===== config.mk =====
export PLATFORM = sky130hd
export DESIGN_NAME = mod_n_updown_counter
export DESIGN_NICKNAME = d
export VERILOG_FILES = /design/src/rtl/mod_n_updown_counter.sv
export SDC_FILE = /design/constraint.sdc
export NUM_CORES = 1
export LEC_CHECK = 0
export BUFFER_PORTS_ARGS = -buffer_cell sky130_fd_sc_hd__buf_4
export CORE_MARGIN = 2
export CORE_UTILIZATION = 50
export CTS_CLUSTER_DIAMETER = 150
export DETAILED_ROUTE_END_ITERATION = 8
export PLACE_DENSITY_LB_ADDON = 0.1
export SETUP_SLACK_MARGIN = 0.4
export SLEW_MARGIN = 10
export SYNTH_ARGS = -nofsm -noshare
export SYNTH_HDL_FRONTEND = slang
export SYNTH_SLANG_ARGS = --single-unit

===== constraint.sdc =====
create_clock -name clk -period 2 [get_ports clk]
set_input_delay 0.4 -clock clk [delete_from_list [all_inputs] [get_ports clk]]
set_output_delay 0.4 -clock clk [all_outputs]
set_load 0.1 [all_outputs]

===== src/rtl/mod_n_updown_counter.sv =====
// Multi-digit modulo-N up/down counter with parallel load, combinational
// terminal count for chaining, registered full-wrap pulse and sticky load error.
module mod_n_updown_counter #(
  parameter int N      = 10,
  parameter int DIGITS = 2,
  localparam int W     = (N <= 2) ? 1 : $clog2(N)
) (
  input  logic                clk,
  input  logic                rst,
  input  logic                en,
  input  logic                up,
  input  logic                load,
  input  logic [DIGITS*W-1:0] d,
  output logic [DIGITS*W-1:0] q,
  output logic                tc,
  output logic                wrap,
  output logic                err
);

  localparam logic [W-1:0] TOP  = W'(N - 1);
  localparam logic [W-1:0] ZERO = {W{1'b0}};

  logic [DIGITS*W-1:0] count_q, count_d;
  logic [DIGITS*W-1:0] step_val, load_val;
  logic                wrap_q, wrap_d;
  logic                err_q, err_d;
  logic                all_term, load_bad;
  logic [W-1:0]        digit, in_dig, step_dig;

  // Ripple-carry step, load sanitising and next-state selection (load over count over hold)
  always_comb begin
    count_d  = count_q;
    wrap_d   = 1'b0;
    err_d    = err_q;
    all_term = 1'b1;
    load_bad = 1'b0;
    step_val = {(DIGITS*W){1'b0}};
    load_val = {(DIGITS*W){1'b0}};
    digit    = ZERO;
    in_dig   = ZERO;
    step_dig = ZERO;
    for (int k = 0; k < DIGITS; k++) begin
      digit  = count_q[k*W +: W];
      in_dig = d[k*W +: W];
      if (int'(in_dig) < N) begin
        load_val[k*W +: W] = in_dig;
      end else begin
        load_val[k*W +: W] = ZERO;
        load_bad           = 1'b1;
      end
      // Wrap is compared explicitly; N need not be a power of two.
      if (up) begin
        step_dig = (digit == TOP) ? ZERO : digit + W'(1);
      end else begin
        step_dig = (digit == ZERO) ? TOP : digit - W'(1);
      end
      // all_term here still covers only the lower digits: it is the carry/borrow in.
      if (all_term) begin
        step_val[k*W +: W] = step_dig;
      end else begin
        step_val[k*W +: W] = digit;
      end
      all_term = all_term & (up ? (digit == TOP) : (digit == ZERO));
    end
    if (load) begin
      count_d = load_val;
      err_d   = err_q | load_bad;
    end else if (en) begin
      count_d = step_val;
      wrap_d  = all_term;
    end else begin
      count_d = count_q;
    end
  end

  // State registers with synchronous reset
  always_ff @(posedge clk) begin
    if (rst) begin
      count_q <= {(DIGITS*W){1'b0}};
      wrap_q  <= 1'b0;
      err_q   <= 1'b0;
    end else begin
      count_q <= count_d;
      wrap_q  <= wrap_d;
      err_q   <= err_d;
    end
  end

  assign q    = count_q;
  assign wrap = wrap_q;
  assign err  = err_q;
  assign tc   = en & ~load & all_term;

endmodule


**Word level (Yosys, flattened, before mapping)**

Cells that the tools add are included.
W data, S select, Z words.

- Flip-flop bits (word level): 10
- Latch bits: 0
- RAM bits: 0
- Memory bits (read-only): 0
- Bits of input ports: 13
- Output and inout port bits: 11
- Memories kept: 0

- $add $sub $neg: 4
- Multiply operators: 0
- Divide/modulo/power cells: 0
- $lt $le $gt $ge: 2
- Equality and inequality tests: 2
- Shift operators: 0
- Mux-type cells: 15
- Bitwise operators: 6
- Reduce and logical (&&, ||, !) cells: 6

Operators with widths:

| cell | number |
|---|---|
| $mux W4 | 9 |
| $mux W8 | 2 |
| $add A4 B1 Y4 const B | 2 |
| $eq A4 B4 Y1 const B | 2 |
| $logic_not A4 Y1 | 2 |
| $lt A4 B4 Y1 const B | 2 |
| $sub A4 B1 Y4 const B | 2 |
| $mux W1 | 4 |
| $reduce_bool A2 Y1 | 2 |
| $and A1 B1 Y1 | 3 |
| $reduce_or A3 Y1 | 1 |
| $not A1 Y1 | 2 |
| $reduce_and A2 Y1 | 1 |
| $or A1 B1 Y1 | 1 |

**Longest topological paths before layout**

Gate-level depths: netlist of the first run.

- Depth in word-level cells: 6
- Mapped depth: 6

**Worst setup path before layout of the first run**

No wires, ideal clock.

- Kind: reg-to-output
- From: reg count_q[3], in the netlist q[3]
- To: out tc
- Arrival time: 2.918 ns
- Required time: 1.600 ns
- Slack: -1.318 ns
- Stages on the path, launching flop included: 5
- Cell sequence: dfxtp_1 > buf_2 > nand3_1 > a21o_1 > nor2_1

- Cells in the longest elaborated chain, start to end: 4
- Elaborated cells between the ends (all ways): 5

Ends and longest elaborated chain:

| what | RTL line | RTL |
|---|---|---|
| from (decl) | 23 | `logic [DIGITS*W-1:0] count_q, count_d;` |
| from (signal assigned) | 79 | `count_q <= {(DIGITS*W){1'b0}};` |
| from (signal assigned) | 83 | `count_q <= count_d;` |
| $eq A4 B4 Y1 or $logic_not A4 Y1 (tied branches) | 63 | `all_term = all_term & (up ? (digit == TOP) : (digit == ZERO));` |
| $mux W1 (*) | 63 |  |
| $and A1 B1 Y1 (*) | 63 |  |
| $and A1 B1 Y1 (*) | 92 | `assign tc = en & ~load & all_term;` |
| to (decl) | 15 | `output logic tc,` |

Mark *: on every way between the ends. The rest lies on a longest branch, timed or not.

**Final worst setup path of the first run**

- From: reg count_q[2], in the netlist q[2]
- To: out tc

Same word-level chain as after synthesis.

==> run_results.csv, run 1 <==
group,metric,value,unit
detailed_routing,drc,0,
final_layout,drive_gt1_frac,0.383,
placement,dp_slack,0.0698,ns
timing,post-route-period-util,0.964,
floorplanning,die_area,1980,sq um
timing,relSlewSlack,0.735,
pwr,power_density,578,nW/um^2
setup_path,criticalPathCategory,"reg2out",
clock_network,cts_tree,"done",
logic_synthesis,synth_top_family_by_area,"compound AO/OA/AOI/OAI gates",
clock_network,htree_levels,1,
clock_network,clock_sinks,10,
run,cap_violations,0,
logic_synthesis,synth_compound_area_frac,0.340,
global_route,antenna_found_initial,0,
floorplanning,start_util,0.538,
detailed_routing,antenna_left,0,
clock_network,cts-root-buf,"clkbuf_4",
setup_path,cp_max_fo,2,
pwr,ir_drop,0.000485,V
worst_hold_path,hold_depth,2,
timing,setup_ws,0.0713,ns
floorplanning,num_rows,14,
pwr,p_leak,0.461,nW
status,outcome,"complete, no violations",
timing,finClkSkew,0.00699,ns
floorplanning,core_area,1520,sq um
worst_hold_path,hold_class,"in2reg",
setup_path,critPathLaunch,"q[2]",
clock_network,clock_latency,0.27,ns
logic_synthesis,synth-edff-count,0,
detailed_routing,routed-via-count,914,
logic_synthesis,yosys_warnings,0,
global_route,track_usage,0.241,
setup_path,cp_slowest_cell,"or3b_4",
timing,fin_hold_ws,0.363,ns
logic_synthesis,synth_area,820,sq um
global_route,grt_pass1_vias,763,
setup_path,required,1.60,ns
timing,min_period,1.93,ns
logic_synthesis,netlist_instances,109,
clock_network,cts-hold-fix-buffers,0,
placement,hpwl,1.46,mm
timing,max_freq,518,MHz
logic_synthesis,synth_cell_type_count,40,
global_route,grt_start_max_net_pins,13,
timing,drv_slew,0,
placement,port_buffers,23,
setup_path,crit_path_start_kind,"flop",
detailed_routing,firstDrtPassIters,4,
worst_hold_path,min_from,"d[5]",
logic_synthesis,ys_seq_area_frac,0.244,
global_route,grt_overflow,0,
timing,worst_slew_pin_slew,0.393,ns
logic_synthesis,synthArstFlopShare,0,
logic_synthesis,synthSimpleGateAreaFrac,0.266,
setup_path,cpPeakStageDelay,0.42,ns
logic_synthesis,synthesis.nets,122,
final_layout,antenna_cells,0,
setup_path,r2r_end,"q[6]",
setup_path,r2r_start,"q[2]",
global_route,grt_pass1_wl,3.51,mm
logic_synthesis,synth_xor_area_frac,0.0641,
setup_path,path_buf_inv,1,
timing,rsz0062_at_grt,"yes",
clock_network,cts.reportedPaths.clkPinSlew,0.08,ns
setup_path,crit_family,"simple AND/OR/NAND/NOR gates",
logic_synthesis,muxShareOfSynthArea,0,
timing,finalSetupViolations,0,
setup_path,end_kind,"output pin",
clock_network,clockBufferDepth,2,
worst_hold_path,holdPathEnd,"q[5]",
timing,hold_violations,0,
final_layout,fill_cells,123,
setup_path,ff2ff_setup_slack,0.45,ns
logic_synthesis,syn_avg_cell_area,7.52,sq um
setup_path,cp.arrival,1.53,ns
final_layout,area_delta_synth_final,36.9,%
floorplanning,die_y,44.5,um
final_layout,layout.nets,147,
floorplanning,ios,24,
detailed_routing,drt_iter0_drc,34,
logic_synthesis,synthAdderAreaFrac,0,
clock_network,cts_buffers,3,
logic_synthesis,synth_seq_cells,10,
placement,place.gp.congestion,0.752,
detailed_routing,avgRoutedWirePerCell,14.6,um
setup_path,crit_chain,"or3b_4, a21o_4, nor2_4, buf_12",
logic_synthesis,ys.flop_type,"dfxtp_1",
setup_path,ff2ff_path_depth,5,
detailed_routing,vias_per_cell,6.13,
detailed_routing,wirelength,2.18,mm
floorplanning,fp.dieW,44.5,um
==> placed cells by master (no fill, tap or decap), types with 2 or more instances in the layout <==
cell type   n
a211oi_1    3
a21oi_1     7
a221oi_1    3
a31oi_1     2
buf_4      30
clkbuf_4    3
dfxtp_1     2
dfxtp_4     7
inv_1       4
nand2_1     8
nand2b_1    2
nand3_1     2
nand3b_1    3
nand4b_1    2
nor2_1      4
nor2b_1     2
nor3_1      5
o21ai_0    10
o22ai_1     2
xnor2_1     5
==> cell families (layout without fill, tap and decap cells) <==
kind of cell              count (synthesis)  in the layout
xor gates and xnor gates                  6              6
AOI/OAI and AO/OA                        40             40
DFF                                      10             10
and+or+nand+nor                          37             37
buffers and inverters                    16             40
==> registers in the layout, indices dropped and copies added, names as in the netlist <==
name	count
q	8
err	1
wrap	1
==> routing by layer <==
layer,GRT usage,part of all wire
met1,0.366,0.46
met3,0.0245,0.085
met5,0,0
met2,0.336,0.45
met4,0.109,0.0041
==> report_power, final <==
part           internal, mW  total, mW  switching (mW)
clock                0.0722      0.150          0.0778
sequential            0.208      0.226          0.0178
combinational        0.0970      0.272           0.175
==> area by class of cell <==
cell class	instances	area, sq um	area share
repair buffers	32	256	0.229
well taps	16	20.0	0.0178
multi-input cells	83	577	0.514
clock buffers	3	22.5	0.0201
inverters	4	15.0	0.0134
flip-flops and latches	10	228	0.203
clock inverters	1	3.75	0.00334
==> synth_stat cells (all sizes together), types with 3 or more instances <==
cell type  number  area, sq um
nor2            5         18.8
o21ai          11         55.1
nand3b          3         22.5
nor3            5         25.0
dfxtp          10          200
nand2           8         30.0
a21oi           8         51.3
a211oi          4         35.0
a221oi          3         26.3
xnor2           5         43.8
clkbuf          4         15.0
inv             4         15.0
buf             8         40.0
==> worst max path at each step <==
stage                     end  slack [ns]  cells after the start
after floorplan            tc       -0.08                      4
after global placement     tc        0.09                      5
after detailed placement   tc        0.07                      5
after CTS                  tc        0.05                      4
after global routing       tc        0.04                      4
final                      tc        0.07                      4
==> per-stage QoR <==
step / utilization / cells / setup TNS, ns / power, mW / cell area (sq um)
finish: 0.736 / 149 / 0 / 0.649 / 1120
global route: 0.736 / 149 / 0 / 0.679 / 1120
CTS: 0.721 / 148 / 0 / 0.640 / 1100
detailed placement: 0.654 / 137 / 0 / 0.476 / 997
global placement: 0.654 / 137 / 0 / 0.471 / 997
floorplan: - / 109 / -0.0781 / 0.426 / 866
==> repair_timing <==
action / 4_1_cts / 5_1_grt
endpoints found under the setup margin: 1 / 6
pin swaps: 1 / 1
setup buffers: 7 / 1
gates resized for setup: 5 / 3
(Power assumes the default switching activity.)
==> run 2, diff against run 1 <==
Settings changed: CELL_PAD_IN_SITES_DETAIL_PLACEMENT from default to 0, CELL_PAD_IN_SITES_GLOBAL_PLACEMENT from default to 1, CORE_UTILIZATION 50 to 35, SLEW_MARGIN 10 to default.
==> run_results.csv, run 2 (synthesis gave the netlist of run 1 again) <==
group,metric,value,unit
status,outcome,"complete, no violations",
pwr,p_leak,0.474,nW
setup_path,required,1.60,ns
final_layout,finish.utilization,0.519,
detailed_routing,drt_iter0_drc,25,
pwr,total_power,0.695,mW
setup_path,cp.arrival,1.50,ns
final_layout,layout_commonest_cell,"buf_4",
detailed_routing,wirelength,2.13,mm
final_layout,final_cells,163,
final_layout,final_cell_mix,"buf_4 (32), o21ai_0 (10), nand2_1 (8)",
final_layout,antenna_cells,0,
placement,place.gp.congestion,0.768,
pwr,power_density,605,nW/um^2
worst_hold_path,hold_class,"in2reg",
setup_path,crit_chain,"or3b_4, a21o_1, nor2_4, buf_12",
placement,hpwl,1.48,mm
setup_path,cpPeakStageDelay,0.39,ns
detailed_routing,antenna_left,0,
clock_network,clockBufferDepth,2,
clock_network,cts_tree,"done",
clock_network,cts_buffers,3,
global_route,grt_overflow,0,
final_layout,area_delta_synth_final,40.2,%
timing,fin_hold_ws,0.336,ns
detailed_routing,vias_per_cell,5.62,
setup_path,end_kind,"output pin",
setup_path,crit_path_start_kind,"flop",
setup_path,criticalPathCategory,"reg2out",
detailed_routing,firstDrtPassIters,4,
timing,finalSetupViolations,0,
clock_network,htree_levels,1,
run,cap_violations,0,
clock_network,clock_sinks,10,
timing,min_period,1.90,ns
detailed_routing,routed-via-count,916,
floorplanning,ios,24,
detailed_routing,avgRoutedWirePerCell,13.1,um
clock_network,cts.reportedPaths.clkPinSlew,0.08,ns
global_route,grt_pass1_wl,3.59,mm
final_layout,layout.nets,149,
detailed_routing,drc,0,
timing,post-route-period-util,0.949,
timing,drv_slew,0,
floorplanning,die_y,52.4,um
timing,worst_slew_pin_slew,0.409,ns
timing,rsz0062_at_grt,"yes",
floorplanning,core_area,2210,sq um
global_route,track_usage,0.178,
floorplanning,fp.dieW,52.4,um
timing,relSlewSlack,0.724,
final_layout,drive_gt1_frac,0.385,
pwr,ir_drop,0.000400,V
timing,finClkSkew,0.00915,ns
setup_path,cp_slowest_cell,"or3b_4",
clock_network,cts-root-buf,"clkbuf_4",
global_route,grt_start_max_net_pins,13,
placement,placed_cells,151,
timing,max_freq,527,MHz
floorplanning,num_rows,17,
global_route,antenna_found_initial,0,
floorplanning,start_util,0.370,
clock_network,clock_latency,0.28,ns
setup_path,cp_max_fo,2,
final_layout,largest_reg_flops,8,
timing,hold_violations,0,
floorplanning,die_area,2740,sq um
clock_network,cts-hold-fix-buffers,0,
global_route,grt_pass1_vias,769,
placement,port_buffers,23,
-- run 2: cell types whose count changed in the layout (fill, tap and decap cells not counted) --
| cell | previous run | this run |
|---|---|---|
| clkbuf_8 | 0 | 1 |
| nor4_2 | 1 | 0 |
| a21o_4 | 1 | 0 |
| clkinv_1 | 1 | 0 |
| nor4_1 | 1 | 2 |
| a21o_1 | 0 | 1 |
| buf_4 | 30 | 32 |
-- run 2: final cells by class --
class / count / area (sq um)
clock buffers: 4 / 36.3
fillers: 225 / 1060
inverters: 4 / 15.0
multi-input cells: 83 / 563
flip-flops and latches: 10 / 228
well taps: 28 / 35.0
repair buffers: 34 / 272
-- run 2: where the power goes --
part | internal (mW) | switching (mW)
registers | 0.208 | 0.0180
clock network | 0.111 | 0.0876
logic | 0.0983 | 0.172
total | 0.418 | 0.278
-- run 2: worst max-delay path: cells and delay by family, from the launching register on --
family | cells | cell delay (ns)
simple gates | 2 | 0.49
flops | 1 | 0.35
compound gates | 1 | 0.20
buf+inv | 1 | 0.18
-- run 2: metrics by stage --
step                setup TNS, ns  instance area (sq um)  worst slack (ns)
finish                          0                   1150             0.103
floorplan                 -0.0781                    866           -0.0781
CTS                             0                   1130            0.0575
detailed placement              0                   1030             0.104
global route                    0                   1150            0.0376
global placement                0                   1030             0.109
-- run 2: final timing paths --
path              start   end  slack [ns]  cells past startpoint
hold reg to reg     err   err        0.49                      2
hold / removal     d[5]  q[5]        0.34                      2
setup / recovery   q[2]    tc        0.10                      4
setup reg to reg   q[2]  q[6]        0.44                      6
-- run 2: timing repair --
item / 4_1_cts / 5_1_grt
setup buffers: 7 / 1
pin swaps: 4 / 4
gates resized for setup: 4 / 2
endpoints found under the setup margin: 2 / 2
-- run 2: metal layers --
metal	routed length, um	part of all wire	track usage
met5	0	0	0
met4	41	0.019	0.0897
met3	107	0.050	0.0343
met2	883	0.41	0.242
met1	1100	0.52	0.260
==> run 3, diff against run 2 <==
Settings changed: ABC_AREA from default to 1, CORE_UTILIZATION 35 to 33.
==> run_results.csv, run 3 <==
group,metric,value,unit
clock_network,cts_buffers,3,
timing,drv_slew,0,
setup_path,critPathLaunch,"q[5]",
timing,min_period,1.79,ns
timing,worst_slew_pin_slew,0.306,ns
logic_synthesis,yosys-top-cells-count,"nand2_1 (47), nor2_1 (24), nand3_1 (15)",
detailed_routing,antenna_left,0,
logic_synthesis,synthSimpleGateAreaFrac,0.516,
setup_path,cpPeakStageDelay,0.37,ns
logic_synthesis,synth_cell_type_count,19,
final_layout,final_cell_mix,"nand2_1 (42), buf_4 (38), nor2_1 (19)",
logic_synthesis,netlist_instances,147,
detailed_routing,vias_per_cell,4.88,
logic_synthesis,synth_area_leaders,"dfxtp_1 (24%), nand2_1 (21%), nor2_1 (11%)",
clock_network,htree_levels,1,
worst_hold_path,hold_class,"in2reg",
floorplanning,start_util,0.342,
final_layout,layout.nets,202,
timing,finalSetupViolations,0,
detailed_routing,firstDrtPassIters,5,
logic_synthesis,synthArstFlopShare,0,
setup_path,worst_path_most_repeated_cell,"nor2_4",
final_layout,largest_reg_flops,8,
logic_synthesis,yosys_warnings,0,
run,cap_violations,0,
placement,place.gp.congestion,0.814,
timing,rsz0062_at_grt,"yes",
setup_path,criticalPathCategory,"reg2out",
pwr,ir_drop,0.000342,V
clock_network,cts_tree,"done",
timing,finalSetupTns,0,ns
logic_synthesis,synth_top_family_by_area,"simple AND/OR/NAND/NOR gates",
final_layout,area_delta_synth_final,52.6,%
global_route,grt_pass1_vias,947,
floorplanning,die_y,54.2,um
logic_synthesis,synth_area,832,sq um
setup_path,crit_chain,"inv_4, nand2_2, nor2_4, o211ai_1, buf_4, nor2_4, buf_12",
floorplanning,num_rows,18,
logic_synthesis,synth_top_area_frac,0.241,
global_route,track_usage,0.197,
logic_synthesis,yosys.area.top_type,"dfxtp_1",
final_layout,drive_gt1_frac,0.390,
setup_path,crit_family,"buffers and inverters",
timing,finClkSkew,0.0117,ns
final_layout,antenna_cells,0,
global_route,antenna_found_initial,0,
setup_path,required,1.60,ns
detailed_routing,avgRoutedWirePerCell,11.7,um
timing,fin_hold_ws,0.350,ns
setup_path,end_kind,"output pin",
placement,port_buffers,23,
setup_path,cp.arrival,1.39,ns
logic_synthesis,syn_avg_cell_area,5.66,sq um
setup_path,r2r_start,"q[2]",
detailed_routing,routed-via-count,1059,
clock_network,cts-root-buf,"clkbuf_4",
detailed_routing,drc,0,
setup_path,path_buf_inv,3,
detailed_routing,wirelength,2.53,mm
placement,hpwl,1.84,mm
logic_synthesis,synthesis.nets,160,
logic_synthesis,ys_seq_area_frac,0.241,
clock_network,cts-hold-fix-buffers,0,
floorplanning,ios,24,
timing,relSlewSlack,0.794,
logic_synthesis,synth-edff-count,0,
timing,hold_violations,0,
logic_synthesis,synth_compound_area_frac,0.158,
logic_synthesis,muxShareOfSynthArea,0,
logic_synthesis,synth_seq_cells,10,
status,outcome,"complete, no violations",
timing,max_freq,560,MHz
floorplanning,fp.dieW,54.2,um
clock_network,clock_latency,0.26,ns
pwr,p_leak,0.631,nW
logic_synthesis,synth_most_common_cell,"nand2_1",
global_route,grt_start_max_net_pins,15,
setup_path,crit_path_start_kind,"flop",
clock_network,cts.reportedPaths.clkPinSlew,0.07,ns
setup_path,cp_slowest_cell,"dfxtp_4",
floorplanning,die_area,2940,sq um
global_route,grt_pass1_wl,4.16,mm
clock_network,clock_sinks,10,
logic_synthesis,synth_xor_area_frac,0,
worst_hold_path,min_from,"rst",
timing,post-route-period-util,0.893,
global_route,grt_overflow,0,
pwr,power_density,627,nW/um^2
logic_synthesis,ys.flop_type,"dfxtp_1",
floorplanning,core_area,2430,sq um
clock_network,clockBufferDepth,2,
final_layout,layout_commonest_cell,"nand2_1",
logic_synthesis,synthAdderAreaFrac,0,
detailed_routing,drt_iter0_drc,34,
setup_path,cp_max_fo,4,
==> run 3: cell count changes after synthesis, moves of 5 or more <==
cell,delta
nor2_1,+19
nand3_1,+13
buf_2,-8
nand2_1,+39
inv_1,+10
xnor2_1,-5
nor3_1,-5
==> run 3: worst paths after layout <==
| path | endpoint | slack [ns] | cells past startpoint |
|---|---|---|---|
| worst max-delay path | tc | 0.21 | 7 |
| worst max register to register | q[3] | 0.61 | 12 |
| worst min-delay path | wrap | 0.35 | 2 |
| worst min register to register | err | 0.49 | 2 |
==> run 3: power breakdown <==
group	total (mW)	internal [mW]	switching (mW)
Sequential	0.248	0.217	0.0310
Clock	0.138	0.0693	0.0687
Combinational	0.411	0.138	0.272
==> run 3: cell type report <==
| cell class | instances | area, sq um |
|---|---|---|
| tap | 30 | 37.5 |
| timing repair buffer | 39 | 305 |
| clock buffer | 3 | 22.5 |
| multi-input combinational | 119 | 607 |
| sequential | 10 | 230 |
| inverter | 16 | 67.6 |
| fill | 275 | 1160 |
==> run 3: worst reg2reg max path, delay by kind of cell (launching register included) <==
family          cells  cell delay, ns
buf+inv             5            0.45
flops               1            0.38
simple gates        6            0.34
compound gates      1            0.11
==> run 3: what timing repair did <==
item / in CTS / in global routing
setup endpoints to repair: 1 / 1
resized for setup: 16 / 1
cloned: 0 / 0
pin swaps: 7 / 1
buffers inserted: 16 / 0
==> run 3: routing by layer <==
metal / wire, um / up-vias / track usage / share of wire
li1: - / 561 / - / -
met1: 1190 / 455 / 0.273 / 0.47
met2: 1180 / 41 / 0.321 / 0.47
met3: 146 / 2 / 0.0328 / 0.058
met4: 13 / 0 / 0.0375 / 0.0051
met5: 0 / - / 0 / 0
==> run 3: metrics by stage <==
stage | cells | utilization | setup WS (ns) | area (sq um) | total power [mW]
after floorplan | 147 | - | 0.138 | 878 | 0.520
after global placement | 198 | 0.443 | 0.220 | 1080 | 0.604
after detailed placement | 198 | 0.443 | 0.215 | 1080 | 0.604
after CTS | 217 | 0.521 | 0.215 | 1270 | 0.795
after global routing | 217 | 0.522 | 0.140 | 1270 | 0.853
final | 217 | 0.522 | 0.213 | 1270 | 0.796
==> run 3: cell families (layout without fill, tap and decap cells) <==
family / after synthesis / in the layout
AND/OR/NAND/NOR: 94 / 94
AO/OA/AOI/OAI: 25 / 25
buffers and inverters: 18 / 58
flip-flops: 10 / 10
